===== config.mk =====
export PLATFORM = sky130hd
export DESIGN_NAME = hello_match_sched
export DESIGN_NICKNAME = d
export VERILOG_FILES = /design/src/rtl/hello_sched_pkg.sv /design/src/rtl/hello_match_core.sv /design/src/rtl/hello_match_sched.sv
export SDC_FILE = /design/constraint.sdc
export NUM_CORES = 1
export LEC_CHECK = 0
export ABC_AREA = 1
export CAP_MARGIN = 20
export CORE_AREA = 2 2 99 149
export CTS_CLUSTER_SIZE = 20
export DETAILED_ROUTE_END_ITERATION = 7
export DIE_AREA = 0 0 101 151
export PLACE_DENSITY_LB_ADDON = 0.05
export SETUP_SLACK_MARGIN = 0.5
export SKIP_LAST_GASP = 1
export SLEW_MARGIN = 20
export SYNTH_ARGS = -nofsm -noshare
export SYNTH_HDL_FRONTEND = slang
export SYNTH_HIERARCHICAL = 1
export SYNTH_SLANG_ARGS = --single-unit

===== constraint.sdc =====
create_clock -name clk -period 2.76 [get_ports clk]
set_input_delay 0.414 -clock clk [delete_from_list [all_inputs] [get_ports clk]]
set_output_delay 0.414 -clock clk [all_outputs]
set_load 0.03 [all_outputs]

===== src/rtl/hello_sched_pkg.sv =====
// Shared encodings for the "Hello" matcher scheduler: FSM states, matcher
// states, ASCII constants and the index-width helper.
package hello_sched_pkg;

    typedef enum logic {IDLE, XFER} sched_state_t;

    typedef enum logic [2:0] {
        CHECK_H, CHECK_E, CHECK_L1, CHECK_L2, CHECK_O
    } match_state_t;

    localparam logic [7:0] ASCII_H = 8'h48;
    localparam logic [7:0] ASCII_E = 8'h65;
    localparam logic [7:0] ASCII_L = 8'h6C;
    localparam logic [7:0] ASCII_O = 8'h6F;

    // Width of a source index; never narrower than one bit.
    function automatic int idx_w(input int n);
        return (n > 1) ? $clog2(n) : 1;
    endfunction

endpackage


===== src/rtl/hello_match_core.sv =====
// "Hello" byte-pattern matcher. Advances only on enabled bytes; a mismatching
// byte is re-examined as a possible 'H' so overlapping starts ("HHello") match.
// match is the same-cycle detect, hit is its registered one-cycle-late copy.
module hello_match_core
    import hello_sched_pkg::*;
(
    input  logic       clk,
    input  logic       rst,
    input  logic       en,
    input  logic       clr,
    input  logic [7:0] data,
    output logic       match,
    output logic       hit
);

    match_state_t state, state_nx;

    // Next matcher state and same-cycle detect.
    always_comb begin
        state_nx = state;
        match    = 1'b0;
        if (clr) begin
            state_nx = CHECK_H;
        end else if (en) begin
            state_nx = (data == ASCII_H) ? CHECK_E : CHECK_H;
            case (state)
                CHECK_E:  if (data == ASCII_E) state_nx = CHECK_L1;
                CHECK_L1: if (data == ASCII_L) state_nx = CHECK_L2;
                CHECK_L2: if (data == ASCII_L) state_nx = CHECK_O;
                CHECK_O: begin
                    if (data == ASCII_O) begin
                        state_nx = CHECK_H;
                        match    = 1'b1;
                    end
                end
                default: ;
            endcase
        end
    end

    // Matcher state and registered hit.
    always_ff @(posedge clk or negedge rst) begin
        if (!rst) begin
            state <= CHECK_H;
            hit   <= 1'b0;
        end else begin
            state <= state_nx;
            hit   <= match;
        end
    end

endmodule


===== src/rtl/hello_match_sched.sv =====
// Round-robin scheduler sharing one "Hello" matcher among N_SRC byte sources.
// A source owns the matcher for a whole frame; one idle cycle separates frames.
// Optional macro HELLO_SCHED_TIMEOUT_EN aborts a frame whose owner stalls.
module hello_match_sched
    import hello_sched_pkg::*;
#(
    parameter int N_SRC   = 4,
    parameter int CNT_W   = 8,
    parameter int TIMEOUT = 16
) (
    input  logic                        clk,
    input  logic                        rst,
    input  logic [N_SRC-1:0]            src_valid,
    input  logic [8*N_SRC-1:0]          src_data,
    input  logic [N_SRC-1:0]            src_last,
    output logic [N_SRC-1:0]            src_ready,
    output logic [N_SRC-1:0]            grant,
    output logic                        busy,
    output logic                        hit_pulse,
    output logic [idx_w(N_SRC)-1:0]     hit_id,
    output logic [CNT_W*N_SRC-1:0]      hit_cnt,
    output logic [N_SRC-1:0]            led,
    output logic                        abort
);

    localparam int IW = idx_w(N_SRC);

    sched_state_t                 state, state_nx;
    logic [IW-1:0]                ptr, owner, pick, cand;
    logic                         found, start, accept, last_acc, tmo, match;
    logic [N_SRC-1:0][7:0]        data_v;
    logic [N_SRC-1:0][CNT_W-1:0]  cnt;

    assign data_v    = src_data;
    assign busy      = (state == XFER);
    assign src_ready = grant & {N_SRC{state == XFER}};
    assign accept    = (state == XFER) && src_valid[owner];
    assign last_acc  = accept && src_last[owner];
    assign start     = (state == IDLE) && found;
    assign hit_cnt   = cnt;

    // Round-robin pick: first requester at or after ptr, wrapping.
    always_comb begin
        found = 1'b0;
        pick  = ptr;
        cand  = ptr;
        for (int k = 0; k < N_SRC; k++) begin
            cand = IW'((int'(ptr) + k) % N_SRC);
            if (!found && src_valid[cand]) begin
                found = 1'b1;
                pick  = cand;
            end
        end
    end

`ifdef HELLO_SCHED_TIMEOUT_EN
    localparam int TW = $clog2(TIMEOUT + 1);
    logic [TW-1:0] idle_cnt;

    // Fires on the TIMEOUT-th consecutive cycle the owner presents nothing.
    assign tmo = (state == XFER) && !src_valid[owner] && (idle_cnt == TW'(TIMEOUT - 1));

    // Consecutive stall counter plus the registered abort pulse.
    always_ff @(posedge clk or negedge rst) begin
        if (!rst) begin
            idle_cnt <= '0;
            abort    <= 1'b0;
        end else begin
            abort <= tmo;
            if (state != XFER || src_valid[owner] || tmo) idle_cnt <= '0;
            else                                           idle_cnt <= idle_cnt + 1'b1;
        end
    end
`else
    assign tmo   = 1'b0;
    assign abort = 1'b0;
`endif

    // FSM state register.
    always_ff @(posedge clk or negedge rst) begin
        if (!rst) state <= IDLE;
        else      state <= state_nx;
    end

    // FSM next state: grant on any request, release on last byte or abort.
    always_comb begin
        state_nx = state;
        case (state)
            IDLE:    if (found) state_nx = XFER;
            XFER:    if (last_acc || tmo) state_nx = IDLE;
            default: state_nx = IDLE;
        endcase
    end

    // Grant, owner and round-robin pointer.
    always_ff @(posedge clk or negedge rst) begin
        if (!rst) begin
            grant <= '0;
            owner <= '0;
            ptr   <= '0;
        end else if (start) begin
            grant        <= '0;
            grant[pick]  <= 1'b1;
            owner        <= pick;
        end else if (last_acc || tmo) begin
            grant <= '0;
            ptr   <= (owner == IW'(N_SRC - 1)) ? '0 : owner + 1'b1;
        end
    end

    // Per-source saturating hit counters, LEDs and last hit source.
    always_ff @(posedge clk or negedge rst) begin
        if (!rst) begin
            hit_id <= '0;
            cnt    <= '0;
            led    <= '0;
        end else if (match) begin
            hit_id     <= owner;
            led[owner] <= ~led[owner];
            if (cnt[owner] != '1) cnt[owner] <= cnt[owner] + 1'b1;
        end
    end

    hello_match_core u_core (
        .clk   (clk),
        .rst   (rst),
        .en    (accept),
        .clr   (start || tmo),
        .data  (data_v[owner]),
        .match (match),
        .hit   (hit_pulse)
    );

endmodule

==> metrics.txt, run 1 <==
final estimated routing congestion in global placement=0.801; syn nets=546; Iter 0 DRT Violations=113; sequence of cells on the critical path=buf_8 > buf_6 > o21ai_2 > o22ai_1 > inv_2 > nor3_2 > nand2_2 > nor3_2 > buf_6 > nand2_2 > nor2_4 > buf_4 > nand2_1 > nand2_1; CTS tree=built; GRT Util Overall=15.0%; RSZ-0062 raised after global routing=yes; Sinks on Clock Net=51; I/O pin total=91; WS Path Type=reg2reg; CORE AREA=0.0139 mm^2; Distinct cells, synth=33; syn_area_per_cell=6.83 um^2; first-pass GRT wire length=18000 um; Congestion Overflow GR=0; final period utilization=79.2%; status=finished, final reports clean; die width=101 um; Port Buf Inserts=89; clk_lat worst skew=0.30 ns; Clk pin slew, worst setup/hold paths=0.07 ns; CTS root buf=clkbuf_16; Worst setup SP type=flip-flop; NumNets Final=663; Util after Layout=36.5%; WL per Instance=14.5 um; die footprint=0.0153 mm^2; pre-CTS WS=0.0706 ns; # DRC=0; number of global-route vias before repair=3500; Vias=3601; max incr delay on CP=0.49 ns; fin crit period=2.19 ns; initial antenna violation count=0; headroom to the max-slew limit=55.8%; final number of setup-violating endpoints=0; hold crit path type=in2async; fmax=0.458 GHz; MaxCap Viol Count=0; height of the die=151 um; FF+latch count, synth=51; final worst-path setup slack=0.574 ns; Setup TNS=0 ns; leakage power=2.46 nW; Synth Warn #=6; CTS hold repair buffers=0; crit end category=flip-flop; Req. time, crit path=3.00 ns; Inserted Diodes=0; final hold viol count=0; deepest clock path buffer count=2; Initial Util=24.5%; Mapped Cells=499; max-slew violation count=0; Post-DRT Antenna Nets=0; total CTS buffers=5; PwrDens=828 mW/mm^2; Worst Clk Skew=0.0106 ns; CP Data Arrival Time=2.42 ns; final wirelength=11400 um; Post-DP HPWL=8290 um; Worst Tran Pin Value=0.663 ns; sequential share of the synthesized area=37.4%; vias per cell=4.60; Largest delay share family, worst path=simple AND/OR/NAND/NOR gates; Buf/Inv on CP=5; largest net degree at the start of global routing=28; H-Tree Depth=2; Pre-antenna DRT Iters=4; share of cells above drive strength 1=20.6%; peak supply drop=402 uV; slowest cell on the critical path=dfrtp_2; Cell Rows=53; area grow syn2layout=49.0%; CP Max Fanout=6; Post-Synthesis Cell Area=0.00341 mm^2
flip-flops by register name, indices dropped and copies added, names as in the netlist:
| register | count |
|---|---|
| owner | 2 |
| hit_cnt | 32 |
| busy | 1 |
| u_core/hit | 1 |
| grant | 4 |
| ptr | 2 |
| hit_id | 2 |
| u_core/state | 3 |
| led | 4 |
cells by family (layout without fill, tap and decap cells):
| logic type | count (synthesis) | count (layout) | synth area share [%] |
|---|---|---|---|
| flip-flops | 51 | 51 | 37.4 |
| buffers and inverters | 61 | 179 | 8.37 |
| XOR/XNOR | 2 | 2 | 0.734 |
| AND/OR/NAND/NOR | 310 | 310 | 40.2 |
| adder cells (fa/ha/maj) | 5 | 5 | 1.84 |
| AO/OA/AOI/OAI | 69 | 69 | 11.3 |
| other | 1 | 1 | 0.110 |
layer usage:
| layer | up-vias | routed length [um] | global-route usage [%] |
|---|---|---|---|
| met2 | 75 | 5800 | 26.6 |
| met1 | 1695 | 5020 | 18.7 |
| met3 | 8 | 383 | 2.26 |
| li1 | 1823 | - | - |
| met4 | 0 | 148 | 4.39 |
| met5 | - | 0 | 0 |
path summary, 6_finish.rpt:
kind	start	endpoint	cells past startpoint	slack, ns
setup / recovery	owner[0]	hit_cnt[12]	14	0.57
hold / removal	rst	u_core/hit	1	0.14
setup reg to reg	owner[0]	hit_cnt[12]	14	0.57
hold reg to reg	hit_cnt[28]	hit_cnt[28]	2	0.51
max in group asynchronous	rst	ptr[0]	2	2.02
min in group clk	hit_cnt[28]	hit_cnt[28]	2	0.51
cells in the mapped netlist (all sizes together):
master  count  area (um^2)
conb        1         3.75
a22oi       1         7.51
o21ai      46          245
ha          5         62.6
nand2     213          827
clkinv      1         3.75
o31ai       2         20.0
nand4       8         50.1
nand3      36          200
dfrtp      51         1280
clkbuf      6         22.5
nor2       49          273
inv        41          154
buf        13          105
xor2        2         25.0
a21oi      11         55.1
and2        1         6.26
o22ai       9         56.3
nor3        3         15.0
layout make-up:
class                      count  area (um^2)
clock buffer                   5          125
clock inverter                 3         26.3
fill                        1535         8850
inverter                      42          183
multi-input combinational    387         1980
sequential                    51         1280
tap                          165          206
timing repair buffer         129         1280
per-stage QoR:
stage	instances	hold WS, ns	area (um^2)	total power [mW]
global placement	754	0.477	4550	3.06
CTS	772	0.161	4890	4.00
finish	782	0.143	5080	4.20
detailed placement	754	0.490	4550	3.06
global route	782	0.180	5080	4.55
floorplan	499	0.118	3460	2.41
power by group:
group          internal (mW)  switching [mW]
clock                  0.345           0.310
combinational           1.06            1.59
sequential             0.809          0.0896
cells in the final DEF (no fill, tap or decap), drive strengths merged, types with 3 or more instances in the layout:
cell	count
a21oi	11
buf	41
clkbuf	5
clkdlybuf4s50	84
clkinv	3
dfrtp	51
dlygate4sd2	4
ha	5
inv	42
nand2	213
nand3	36
nand4	8
nor2	49
nor3	3
o21ai	46
o22ai	9
repair_timing:
item,4_1_cts,5_1_grt
buffers inserted,9,10
cloned,1,0
resized for setup,37,34
setup endpoints to repair,36,36
pin swaps,8,12
Note: power is estimated with default switching activity, not from simulation.
==> run 2: changes to the inputs <==
==> constraint.sdc (replaced) <==
create_clock -name clk -period 2.11 [get_ports clk]
set_input_delay 0.3165 -clock clk [delete_from_list [all_inputs] [get_ports clk]]
set_output_delay 0.3165 -clock clk [all_outputs]
set_load 0.03 [all_outputs]
==> metrics.txt, run 2 (same netlist as run 1, synthesis figures left out) <==
Post-DP HPWL=9130 um (+10%); final hold viol count=0 (unchanged); area grow syn2layout=65.0%; height of the die=151 um (unchanged); WS Path Type=reg2reg; Clk pin slew, worst setup/hold paths=0.07 ns (about the same); Sequential Area=0.00128 mm^2 (about the same); first-pass GRT wire length=19600 um (+8.9%); slowest cell on the critical path=dfrtp_2; FF-to-FF setup slack=-0.12 ns (-0.69 ns); reg2reg start=ptr[0]; Most Crowded Layer GR=met2; final estimated routing congestion in global placement=0.824 (+2.8%); Util after Layout=40.4% (+3.9 points); die footprint=0.0153 mm^2 (unchanged); Post-DRT Antenna Nets=0 (unchanged); fmax=0.449 GHz (-1.9%); Sinks on Clock Net=51 (unchanged); peak supply drop=456 uV (+13%); Worst Clk Skew=0.00859 ns (-0.00201 ns); Congestion Overflow GR=0 (unchanged); Initial Util=24.5% (unchanged); final period utilization=106% (+26 points); RSZ-0062 raised after global routing=yes; PwrDens=1160 mW/mm^2 (+40%); CORE AREA=0.0139 mm^2 (unchanged); vias per cell=4.50 (-2.4%); max-slew violation count=0 (unchanged); CP Data Arrival Time=2.40 ns (-0.02 ns); status=finished with violations; final wirelength=12100 um (+6.7%); CTS tree=built; Cell Rows=53 (unchanged); WL per Instance=14.4 um (-0.87%); GR Layer Usage met3=2.45% (+0.18 points); Iter 0 DRT Violations=154 (+36%); Req. time, crit path=2.28 ns (-0.72 ns); fin crit period=2.23 ns (+0.0421 ns); final number of setup-violating endpoints=36 (+36); R2R depth=16 (+2); hold crit path type=in2async; max incr delay on CP=0.47 ns (-0.02 ns); pre-CTS WS=-0.436 ns (-0.507 ns); Largest delay share family, worst path=simple AND/OR/NAND/NOR gates; Vias=3785 (+5.1%); CP Max Fanout=11 (+5); Fillers=1478 (-3.7%); crit end category=flip-flop; MaxCap Viol Count=0 (unchanged); die width=101 um (unchanged); NumNets Final=723 (+9.0%); commonest non-fill, non-tap cells in the layout=nand2_1 (176), buf_4 (73), dfrtp_1 (47); sequence of cells on the critical path=clkinvlp_4 > nand2_1 > nand3_1 > nand2_2 > nand3_2 > nor2_4 > nor2_4 > inv_2 > nand2_2 > nor3_4 > buf_6 > nand2_2 > nor2_4 > inv_6 > nand2_1 > o21ai_1; CTS root buf=clkbuf_16; Worst setup SP type=flip-flop; Pre-antenna DRT Iters=4 (unchanged); Buf/Inv on CP=4 (-1); max reg flops=32 (unchanged); GR Layer Usage met1=18.5% (-0.17 points); violations in the final reports=negative setup slack; number of global-route vias before repair=3876 (+11%); met2 GRT Util=31.5% (+4.8 points); # DRC=0 (unchanged); clk_lat worst skew=0.29 ns (about the same); commonest non-fill, non-tap cell in the layout=nand2_1; largest net degree at the start of global routing=30 (+7.1%); Port Buf Inserts=89 (unchanged); total CTS buffers=5 (unchanged); multi-input logic area=0.00209 mm^2 (+5.6%); total power=6.51 mW (+55%); share of cells above drive strength 1=31.8% (+11 points); final worst-path setup slack=-0.118 ns (-0.692 ns); I/O pin total=91 (unchanged); GRT Util Overall=16.5% (+1.4 points); R2R Path End=hit_cnt[2]; deepest clock path buffer count=2 (unchanged); leakage power=2.94 nW (+19%); Inserted Diodes=0 (unchanged); H-Tree Depth=2 (unchanged); initial antenna violation count=0 (unchanged)
==> run 2: changes by cell type in the layout (fill, tap and decap cells not counted), sizes merged <==
cell / before / now
clkinvlp: 0 / 4
clkdlybuf4s50: 84 / 40
dlygate4sd2: 4 / 44
buf: 41 / 98
dlygate4sd3: 0 / 1
inv: 42 / 40
clkinv: 3 / 2
clkbuf: 5 / 10
==> run 2: layer usage <==
layer | vias to the layer above | share of wire (%)
met4 | 0 | 1.6
met1 | 1746 | 41
met5 | - | 0
li1 | 1948 | -
met3 | 10 | 3.7
met2 | 81 | 54
==> run 2: area by class of cell <==
type / count / share of cell area, %
clock buffers: 6 / 2.29
repair buffers: 187 / 30.1
well taps: 165 / 3.67
repair inverters: 2 / 0.267
flip-flops and latches: 51 / 22.8
multi-input cells: 387 / 37.2
inverters: 42 / 3.45
clock inverters: 2 / 0.223
==> run 2: power by group <==
part / internal, mW / switching [mW] / leakage (nW)
Combinational: 2.07 / 2.47 / 2.21
Sequential: 1.06 / 0.104 / 0.664
Clock: 0.439 / 0.373 / 0.0669
Total: 3.57 / 2.94 / 2.94
==> run 2: how the worst max path moves through the flow <==
stage	from	end	cells past startpoint
after floorplan	owner[0]	hit_cnt[10]	18
after global placement	src_valid[0]	hit_cnt[2]	18
after detailed placement	src_valid[0]	hit_cnt[2]	18
after CTS	owner[1]	hit_cnt[1]	16
after global routing	ptr[0]	hit_cnt[3]	16
final	ptr[0]	hit_cnt[2]	16
==> run 2: what timing repair did <==
| action | in CTS | in global routing |
|---|---|---|
| setup buffers | 22 | 5 |
| gates resized for setup | 125 | 44 |
| setup endpoints to repair | 99 | 55 |
| cloned | 4 | 0 |
| pin swaps | 22 | 22 |
| hold buffers | 1 | 0 |
| endpoints found under the hold margin | 7 | 0 |
==> run 2: through the flow <==
| stage | instance area (um^2) | std cells | hold WS (ns) | TNS (ns) |
|---|---|---|---|---|
| 2_1_floorplan | 3460 | 499 | 0.0209 | -10.68 |
| 3_3_place_gp | 4930 | 802 | 0.196 | -13.25 |
| 3_5_place_dp | 4930 | 802 | 0.193 | -13.79 |
| 4_1_cts | 5470 | 837 | 0.426 | -2.80 |
| 5_1_grt | 5620 | 842 | 0.443 | -9.84 |
| 6_report | 5620 | 842 | 0.423 | -3.08 |
==> run 3: changes to the inputs <==
--- a/config.mk
+++ b/config.mk
@@ -11,6 +11,7 @@
 export CTS_CLUSTER_SIZE = 20
 export DETAILED_ROUTE_END_ITERATION = 7
 export DIE_AREA = 0 0 101 151
+export MAX_ROUTING_LAYER = met4
 export PLACE_DENSITY_LB_ADDON = 0.05
 export SETUP_SLACK_MARGIN = 0.5
 export SKIP_LAST_GASP = 1
==> metrics.txt, run 3 (same netlist as run 1, synthesis figures left out) <==
CP endpoint=hit_cnt[2]; fmax=0.448 GHz (-0.14%); die width=101 um (unchanged); Pre-antenna DRT Iters=4 (unchanged); area grow syn2layout=65.0% (unchanged); NumNets Final=723 (unchanged); PwrDens=1160 mW/mm^2 (about the same); max incr delay on CP=0.47 ns (about the same); fin area=0.00562 mm^2 (unchanged); final worst-path setup slack=-0.121 ns (-0.00318 ns); GRT Util Overall=16.9% (+0.45 points); final period utilization=106% (+0.15 points); first-pass GRT wire length=19600 um (about the same); CP Data Arrival Time=2.40 ns (about the same); final wirelength=12100 um (-0.11%); Iter 0 DRT Violations=137 (-11%); clk_lat worst skew=0.29 ns (about the same); violations in the final reports=negative setup slack; final std cells w/o fill=842 (unchanged); H-Tree Depth=2 (unchanged); commonest non-fill, non-tap cell in the layout=nand2_1; max reg flops=32 (unchanged); WS Path Type=reg2reg; final estimated routing congestion in global placement=0.836 (+1.5%); sequence of cells on the critical path=buf_6 > nand2_2 > nand3_1 > nand2_2 > nand3_2 > nor2_4 > nor2_4 > inv_2 > nand2_2 > nor3_4 > buf_6 > nand2_2 > nor2_4 > inv_6 > nand2_1 > o21ai_1; Worst Clk Skew=0.00904 ns (+0.000448 ns); hold crit path type=in2async; deepest clock path buffer count=2 (unchanged); largest net degree at the start of global routing=30 (unchanged); R2R Path End=hit_cnt[2]; Vias=3782 (-0.079%); CTS root buf=clkbuf_16; Buf/Inv on CP=4 (unchanged); R2R depth=16 (unchanged); pre-CTS WS=-0.436 ns (unchanged); vias per cell=4.49 (about the same); number of global-route vias before repair=3870 (-0.15%); Sinks on Clock Net=51 (unchanged); Worst setup SP type=flip-flop; final number of setup-violating endpoints=36 (unchanged); reg2reg start=ptr[0]; height of the die=151 um (unchanged); Largest delay share family, worst path=simple AND/OR/NAND/NOR gates; Post-DRT Antenna Nets=0 (unchanged); Crit path depth=16 (unchanged); MaxCap Viol Count=0 (unchanged); placed cell count=802 (unchanged); share of cells above drive strength 1=31.8% (unchanged); leakage power=2.94 nW (unchanged); status=finished with violations; final hold viol count=0 (unchanged); RSZ-0062 raised after global routing=yes; CORE AREA=0.0139 mm^2 (unchanged); FF-to-FF setup slack=-0.12 ns (about the same); # DRC=0 (unchanged); peak supply drop=456 uV (about the same); die footprint=0.0153 mm^2 (unchanged); CTS tree=built; commonest non-fill, non-tap cells in the layout=nand2_1 (176), buf_4 (73), dfrtp_1 (47); WL per Instance=14.4 um (-0.11%); Crit. Startpoint=ptr[0]; Cell Rows=53 (unchanged); Post-DP HPWL=9130 um (unchanged); slowest cell on the critical path=dfrtp_2; initial antenna violation count=0 (unchanged); Util after Layout=40.4% (unchanged); I/O pin total=91 (unchanged); Clk pin slew, worst setup/hold paths=0.07 ns (about the same); max-slew violation count=0 (unchanged); most frequent CP cell=nand2_2; total CTS buffers=5 (unchanged); fin crit period=2.23 ns (+0.00318 ns); crit end category=flip-flop; Inserted Diodes=0 (unchanged); Req. time, crit path=2.28 ns (about the same); DP Area=0.00493 mm^2 (unchanged); Initial Util=24.5% (unchanged); Congestion Overflow GR=0 (unchanged); Port Buf Inserts=89 (unchanged); CP Max Fanout=11 (unchanged)
## run 3: worst register-to-register path: cells and delay by family (launching register included)
kind | cells | cell delay, ns
simple gates | 11 | 1.12
flops | 1 | 0.47
buf+inv | 4 | 0.46
compound gates | 1 | 0.05
## run 3: worst min-delay path by stage
stage | slack, ns | start | to | cells past startpoint
floorplan | 0.02 | rst | busy | 0
finish | 0.42 | rst | hit_cnt[17] | 2
global placement | 0.20 | rst | hit_cnt[17] | 1
CTS | 0.43 | rst | hit_cnt[17] | 2
global route | 0.44 | rst | hit_cnt[17] | 2
detailed placement | 0.19 | rst | hit_cnt[17] | 1
## run 3: through the flow
stage | total power, mW | TNS (ns) | hold WS [ns]
after floorplan | 3.15 | -10.68 | 0.0209
after global placement | 4.57 | -13.25 | 0.196
after detailed placement | 4.57 | -13.79 | 0.193
after CTS | 6.25 | -2.80 | 0.426
after global routing | 7.04 | -9.92 | 0.442
final | 6.51 | -3.13 | 0.422
## run 3: metal layers
metal	global-route usage (%)	share of wire (%)	routed length (um)	vias up
met1	18.8	41	5020	1742
met2	31.3	54	6480	80
met4	4.86	1.8	214	0
met5	-	0	0	-
li1	-	-	-	1948
met3	2.22	3.2	391	12
## run 3: layout make-up
class / instances / area (um^2)
Fill cell: 1478 / 8300
Clock buffer: 6 / 129
Multi-Input combinational cell: 387 / 2090
Tap cell: 165 / 206
Timing Repair inverter: 2 / 15.0
Inverter: 42 / 194
Sequential cell: 51 / 1280
Clock inverter: 2 / 12.5
Timing Repair Buffer: 187 / 1690
## run 3: what timing repair did
item / CTS / global route
pin swaps: 22 / 22
cloned: 4 / 0
resized for setup: 125 / 44
endpoints found under the setup margin: 99 / 55
endpoints found under the hold margin: 7 / 0
hold buffers: 1 / 0
buffers inserted: 22 / 5
## run 3: where the power goes
part / switching [mW] / internal [mW]
clock: 0.375 / 0.439
combinational: 2.46 / 2.07
sequential: 0.103 / 1.06
